**config.mk**
```make
export PLATFORM = sky130hd
export DESIGN_NAME = serial_slave_port
export DESIGN_NICKNAME = d
export VERILOG_FILES = /design/src/rtl/serial_slave_port.sv
export SDC_FILE = /design/constraint.sdc
export NUM_CORES = 1
export LEC_CHECK = 0
export ABC_AREA = 1
export CAP_MARGIN = 15
export CORE_UTILIZATION = 40
export CTS_CLUSTER_SIZE = 8
export DETAILED_ROUTE_END_ITERATION = 7
export DONT_BUFFER_PORTS = 1
export PLACE_DENSITY = 0.62
export SKIP_LAST_GASP = 1
export SYNTH_ARGS = -nofsm -noshare
export SYNTH_HDL_FRONTEND = slang
export SYNTH_SLANG_ARGS = --single-unit
```
**constraint.sdc**
```tcl
create_clock -name clk -period 4 [get_ports clk]
set_input_delay 0.6 -clock clk [delete_from_list [all_inputs] [get_ports clk]]
set_output_delay 0.6 -clock clk [all_outputs]
set_load 0.01 [all_outputs]
```
**src/rtl/serial_slave_port.sv**
```systemverilog
// serial_slave_port
// Slave endpoint of the serial bus. It decodes a serial control frame made of
// a start bit, an rw bit and the address sent MSB first. After the frame it
// either deserializes write words into local memory or serializes read words
// back to the master on rD. Every output is registered. Memory contents are
// not reset.
module serial_slave_port #(
  parameter int DATA_WIDTH = 8,
  parameter int MEM_DEPTH  = 16,
  parameter int ADDR_WIDTH = $clog2(MEM_DEPTH)
) (
  input  logic clk,
  input  logic rst,
  input  logic control,
  input  logic wD,
  input  logic valid,
  input  logic last,
  output logic rD,
  output logic ready
);

  localparam int BW = (DATA_WIDTH > 1) ? $clog2(DATA_WIDTH) : 1;
  localparam int CW = $clog2(ADDR_WIDTH + 1);

  typedef enum logic [2:0] {
    IDLE   = 3'd0,
    CTRL   = 3'd1,
    WRITE  = 3'd2,
    RFETCH = 3'd3,
    RSEND  = 3'd4
  } state_t;

  state_t                  state_r, state_s;
  logic [CW-1:0]           ctrl_cnt_r, ctrl_cnt_s;
  logic                    rw_r, rw_s;
  logic [ADDR_WIDTH-1:0]   addr_r, addr_s;
  logic [BW-1:0]           bit_cnt_r, bit_cnt_s;
  logic [DATA_WIDTH-1:0]   rx_r, rx_s;
  logic [DATA_WIDTH-1:0]   tx_r, tx_s;
  logic                    ready_r, ready_s;
  logic                    rd_r, rd_s;
  logic                    mem_we_s;
  logic [DATA_WIDTH-1:0]   mem_wdata_s;
  logic [DATA_WIDTH-1:0]   mem [MEM_DEPTH];

  // Next word address. It wraps from the top of memory back to zero.
  function automatic logic [ADDR_WIDTH-1:0] next_addr(input logic [ADDR_WIDTH-1:0] a);
    if (a == ADDR_WIDTH'(MEM_DEPTH - 1)) begin
      next_addr = '0;
    end else begin
      next_addr = a + ADDR_WIDTH'(1);
    end
  endfunction

  // Next-state logic: frame decoding, word shifting and the memory write strobe.
  always_comb begin
    state_s     = state_r;
    ctrl_cnt_s  = ctrl_cnt_r;
    rw_s        = rw_r;
    addr_s      = addr_r;
    bit_cnt_s   = bit_cnt_r;
    rx_s        = rx_r;
    tx_s        = tx_r;
    mem_we_s    = 1'b0;
    mem_wdata_s = rx_r;

    case (state_r)
      IDLE: begin
        if (control) begin
          state_s    = CTRL;
          ctrl_cnt_s = '0;
          bit_cnt_s  = '0;
        end else begin
          state_s = IDLE;
        end
      end

      CTRL: begin
        // The first CTRL cycle carries rw. The following cycles carry the address bits.
        if (ctrl_cnt_r == '0) begin
          rw_s = control;
        end else begin
          addr_s = ADDR_WIDTH'({addr_r, control});
        end
        ctrl_cnt_s = ctrl_cnt_r + CW'(1);
        if (ctrl_cnt_r == CW'(ADDR_WIDTH)) begin
          state_s   = rw_r ? WRITE : RFETCH;
          bit_cnt_s = '0;
        end else begin
          state_s = CTRL;
        end
      end

      WRITE: begin
        if (valid) begin
          rx_s = {rx_r[DATA_WIDTH-2:0], wD};
          if (bit_cnt_r == BW'(DATA_WIDTH - 1)) begin
            mem_we_s    = 1'b1;
            mem_wdata_s = {rx_r[DATA_WIDTH-2:0], wD};
            addr_s      = next_addr(addr_r);
            bit_cnt_s   = '0;
            state_s     = last ? IDLE : WRITE;
          end else if (last) begin
            // The burst ends mid-word. The partial word is dropped.
            bit_cnt_s = '0;
            state_s   = IDLE;
          end else begin
            bit_cnt_s = bit_cnt_r + BW'(1);
          end
        end else begin
          state_s = WRITE;
        end
      end

      RFETCH: begin
        tx_s      = mem[addr_r];
        bit_cnt_s = '0;
        state_s   = RSEND;
      end

      RSEND: begin
        if (valid) begin
          tx_s = {tx_r[DATA_WIDTH-2:0], 1'b0};
          if (bit_cnt_r == BW'(DATA_WIDTH - 1)) begin
            bit_cnt_s = '0;
            if (last) begin
              state_s = IDLE;
            end else begin
              addr_s  = next_addr(addr_r);
              state_s = RFETCH;
            end
          end else if (last) begin
            bit_cnt_s = '0;
            state_s   = IDLE;
          end else begin
            bit_cnt_s = bit_cnt_r + BW'(1);
          end
        end else begin
          state_s = RSEND;
        end
      end

      default: begin
        state_s = IDLE;
      end
    endcase
  end

  // Output values for the next cycle. Registering them keeps rD and ready glitch-free.
  always_comb begin
    ready_s = 1'b1;
    rd_s    = 1'b0;
    if (state_s == RFETCH) begin
      ready_s = 1'b0;
    end else begin
      ready_s = 1'b1;
    end
    if (state_s == RSEND) begin
      rd_s = tx_s[DATA_WIDTH-1];
    end else begin
      rd_s = 1'b0;
    end
  end

  // State and datapath registers, cleared by the asynchronous reset.
  always_ff @(posedge clk or posedge rst) begin
    if (rst) begin
      state_r    <= IDLE;
      ctrl_cnt_r <= '0;
      rw_r       <= 1'b0;
      addr_r     <= '0;
      bit_cnt_r  <= '0;
      rx_r       <= '0;
      tx_r       <= '0;
      ready_r    <= 1'b1;
      rd_r       <= 1'b0;
    end else begin
      state_r    <= state_s;
      ctrl_cnt_r <= ctrl_cnt_s;
      rw_r       <= rw_s;
      addr_r     <= addr_s;
      bit_cnt_r  <= bit_cnt_s;
      rx_r       <= rx_s;
      tx_r       <= tx_s;
      ready_r    <= ready_s;
      rd_r       <= rd_s;
    end
  end

  // Local memory write port. The contents deliberately survive reset.
  always_ff @(posedge clk) begin
    if (mem_we_s) begin
      mem[addr_r] <= mem_wdata_s;
    end
  end

  assign rD    = rd_r;
  assign ready = ready_r;

endmodule
```
==> results.py <==
metrics = {
    "routing": {
        "drtIter0Drc": 483,
        "dr.pass1.iters": 5,
        "viasPerCell": 5.13,
        "drt-total-wl_um": 14700,
        "drc": 0,
        "antenna_left": 0,
        "post_drt_wl_per_cell_um": 16.2,
        "num_vias": 4665,
    },
    "cts": {
        "htree_levels": 4,
        "worstSkewPairLatency_ns": 0.43,
        "post_cts_buffers": 0,
        "post_cts_resized": 0,
        "cts.path.max_buffers": 2,
        "cts.clk_slew.worst_paths_ns": 0.06,
        "cts.sinks": 160,
        "cts_buffers": 17,
        "ctsHoldBuffers": 0,
        "cts_tree": "yes",
        "cts_root_buf": "clkbuf_16",
    },
    "pwr": {
        "p_leak_uw": 0.00307,
        "powerDensity_mw_per_mm2": 736,
        "ir_worst_vdd_mv": 0.307,
    },
    "critical_path": {
        "cp-start-kind": "flop",
        "worst_path_dominant_cell_family": "simple AND/OR/NAND/NOR gates",
        "end_kind": "flop",
        "crit_required_ns": 4.05,
        "rrSetupSlack_ns": 1.32,
        "worst-path-buf-inv": 3,
        "cpPeakStageDelay_ns": 0.81,
        "crit_fanout": 15,
        "cp_cell_sequence": "inv_2, nand3_4, nor2_4, inv_2, nor2_4, inv_1, nor3_1",
        "crit_type": "reg2reg",
        "arrival_ns": 2.72,
        "cp_slowest_cell": "nor3_1",
    },
    "timing": {
        "worst_pin_slew_ns": 1.02,
        "final-hold-violation-count": 0,
        "min_period_over_period_pct": 66.9,
        "final_max_slew_viol_count": 0,
        "hold_ws_ns": 0.147,
        "rsz0062_at_grt": "false",
        "slew_headroom_pct": 31.4,
        "setup_violations": 0,
        "clock_skew_ns": 0.00533,
        "max_freq_mhz": 374,
        "period_needed_ns": 2.68,
        "finalSetupTns_ns": 0,
    },
    "cells_and_area": {
        "synthToLayoutAreaGrowth_pct": 12.4,
        "layout.nets": 691,
        "n_antenna_cell": 0,
        "drive_above_1_share_pct": 10.1,
        "fillCellCount": 1513,
        "seq_area_mm2": 0.00465,
        "multi_input_area_mm2": 0.00196,
    },
    "placement": {
        "dp_hpwl_um": 9390,
        "gp_congestion": 0.917,
        "io_buffer_count": 0,
    },
    "synthesis": {
        "ys_types": 31,
        "avgSynthCellArea_um2": 10.4,
        "netlist_instances": 669,
        "synth_edf_count": 128,
        "ys_warn_count": 0,
        "synthesis.area_mm2": 0.00695,
        "ys_seq_area_share_pct": 66.9,
        "ys.flop_type": "edfxtp_1",
        "synthArstFlopShare_pct": 20.0,
        "ys_ff_latch": 160,
        "synth_nets": 683,
    },
    "die": {
        "fp.dieH_um": 134,
        "die_w_um": 134,
        "rows": 47,
        "dieArea_mm2": 0.0179,
        "initial_core_util_pct": 41.5,
        "coreArea_mm2": 0.0168,
        "boundaryPins": 8,
    },
    "global_routing": {
        "grt_pass1_wl_um": 23400,
        "grt_antenna_before_repair": 0,
        "grt_max_degree": 63,
        "first_global_vias": 4385,
        "grt_overflow": 0,
        "grt_use_total_pct": 17.6,
    },
    "flow_run": {
        "drv_cap": 0,
    },
    "outcome": {
        "status": "completed",
    },
    "worst_hold_path": {
        "hold_class": "in2async",
    },
}
==> cell type report <==
cell class                 instances  share of cell area, %
sequential                       160                   59.5
multi-input combinational        427                   25.1
clock buffer                      17                   5.45
tap                              220                   3.52
inverter                          57                   2.77
clock inverter                    15                   2.32
timing repair buffer              14                   1.35
==> Yosys cell counts, drive strengths merged, types with 4 or more instances <==
cell    number  share of area [%]
dfrtp       31                 11
clkbuf       9               0.54
nand3       22                1.8
buf         16                1.3
inv         57                3.1
nand2      156                8.8
ha           8                1.4
edfxtp     128                 55
o21ai       92                6.6
a21oi        4               0.29
nor2       125                7.2
o22ai       10               0.90
==> where the power goes <==
group	leakage [uW]	internal, uW	switching, uW
Sequential	0.00155	2150	148
Clock	0.000295	988	659
Combinational	0.00123	527	1280
==> logic make-up after synthesis <==
family | after synthesis | synth area share [%]
flops | 160 | 66.9
fa+ha+maj | 8 | 1.44
compound gates | 110 | 8.30
xor+xnor | 2 | 0.252
buf+inv | 82 | 4.92
simple gates | 307 | 18.2
==> sequential cells by signal, summed over array words and instances (netlist names), 3 cells and up <==
name / cells
mem: 128
rx_r: 8
tx_r: 8
addr_r: 4
bit_cnt_r: 3
ctrl_cnt_r: 3
state_r: 3
==> layer usage <==
layer,track usage (%),up-vias,part of all wire [%]
li1,-,2248,-
met1,24.1,2254,45
met2,27.4,145,48
met3,3.63,18,5.9
met4,6.69,0,1.4
met5,0,-,0
==> per-stage QoR <==
step           instance area, um^2  util [%]  worst slack [ns]  cells  total power [uW]
5_1_grt                       7810      46.6              1.12    910              6090
4_1_cts                       7800      46.6              1.27    909              5770
3_3_place_gp                  7200      42.9              1.33    877              4090
2_1_floorplan                 6950         -              1.84    669              3560
3_5_place_dp                  7200      42.9              1.25    877              4120
6_report                      7810      46.6              1.32    910              5750
==> final timing paths <==
| kind | start | end | depth (start not counted) |
|---|---|---|---|
| worst max-delay path | state_r[2] | mem[11][0] | 7 |
| worst min-delay path | rst | ctrl_cnt_r[2] | 2 |
| worst max register to register | state_r[2] | mem[11][0] | 7 |
| worst min register to register | tx_r[0] | tx_r[0] | 2 |
| max in group asynchronous | rst | ready | 2 |
| min in group clk | wD | rx_r[0] | 2 |
==> cells in the final DEF (no fill, tap or decap), drive strengths merged, types with 2 or more instances in the layout <==
cell type	Yosys	layout
a21oi	4	4
buf	16	13
bufinv	0	3
clkbuf	9	18
clkinv	0	5
clkinvlp	0	2
dfrtp	31	31
edfxtp	128	128
ha	8	8
inv	57	62
nand2	156	156
nand3	22	22
nor2	125	125
nor3	3	3
o21ai	92	92
o22ai	10	10
Note: power is estimated with default switching activity, not from simulation.
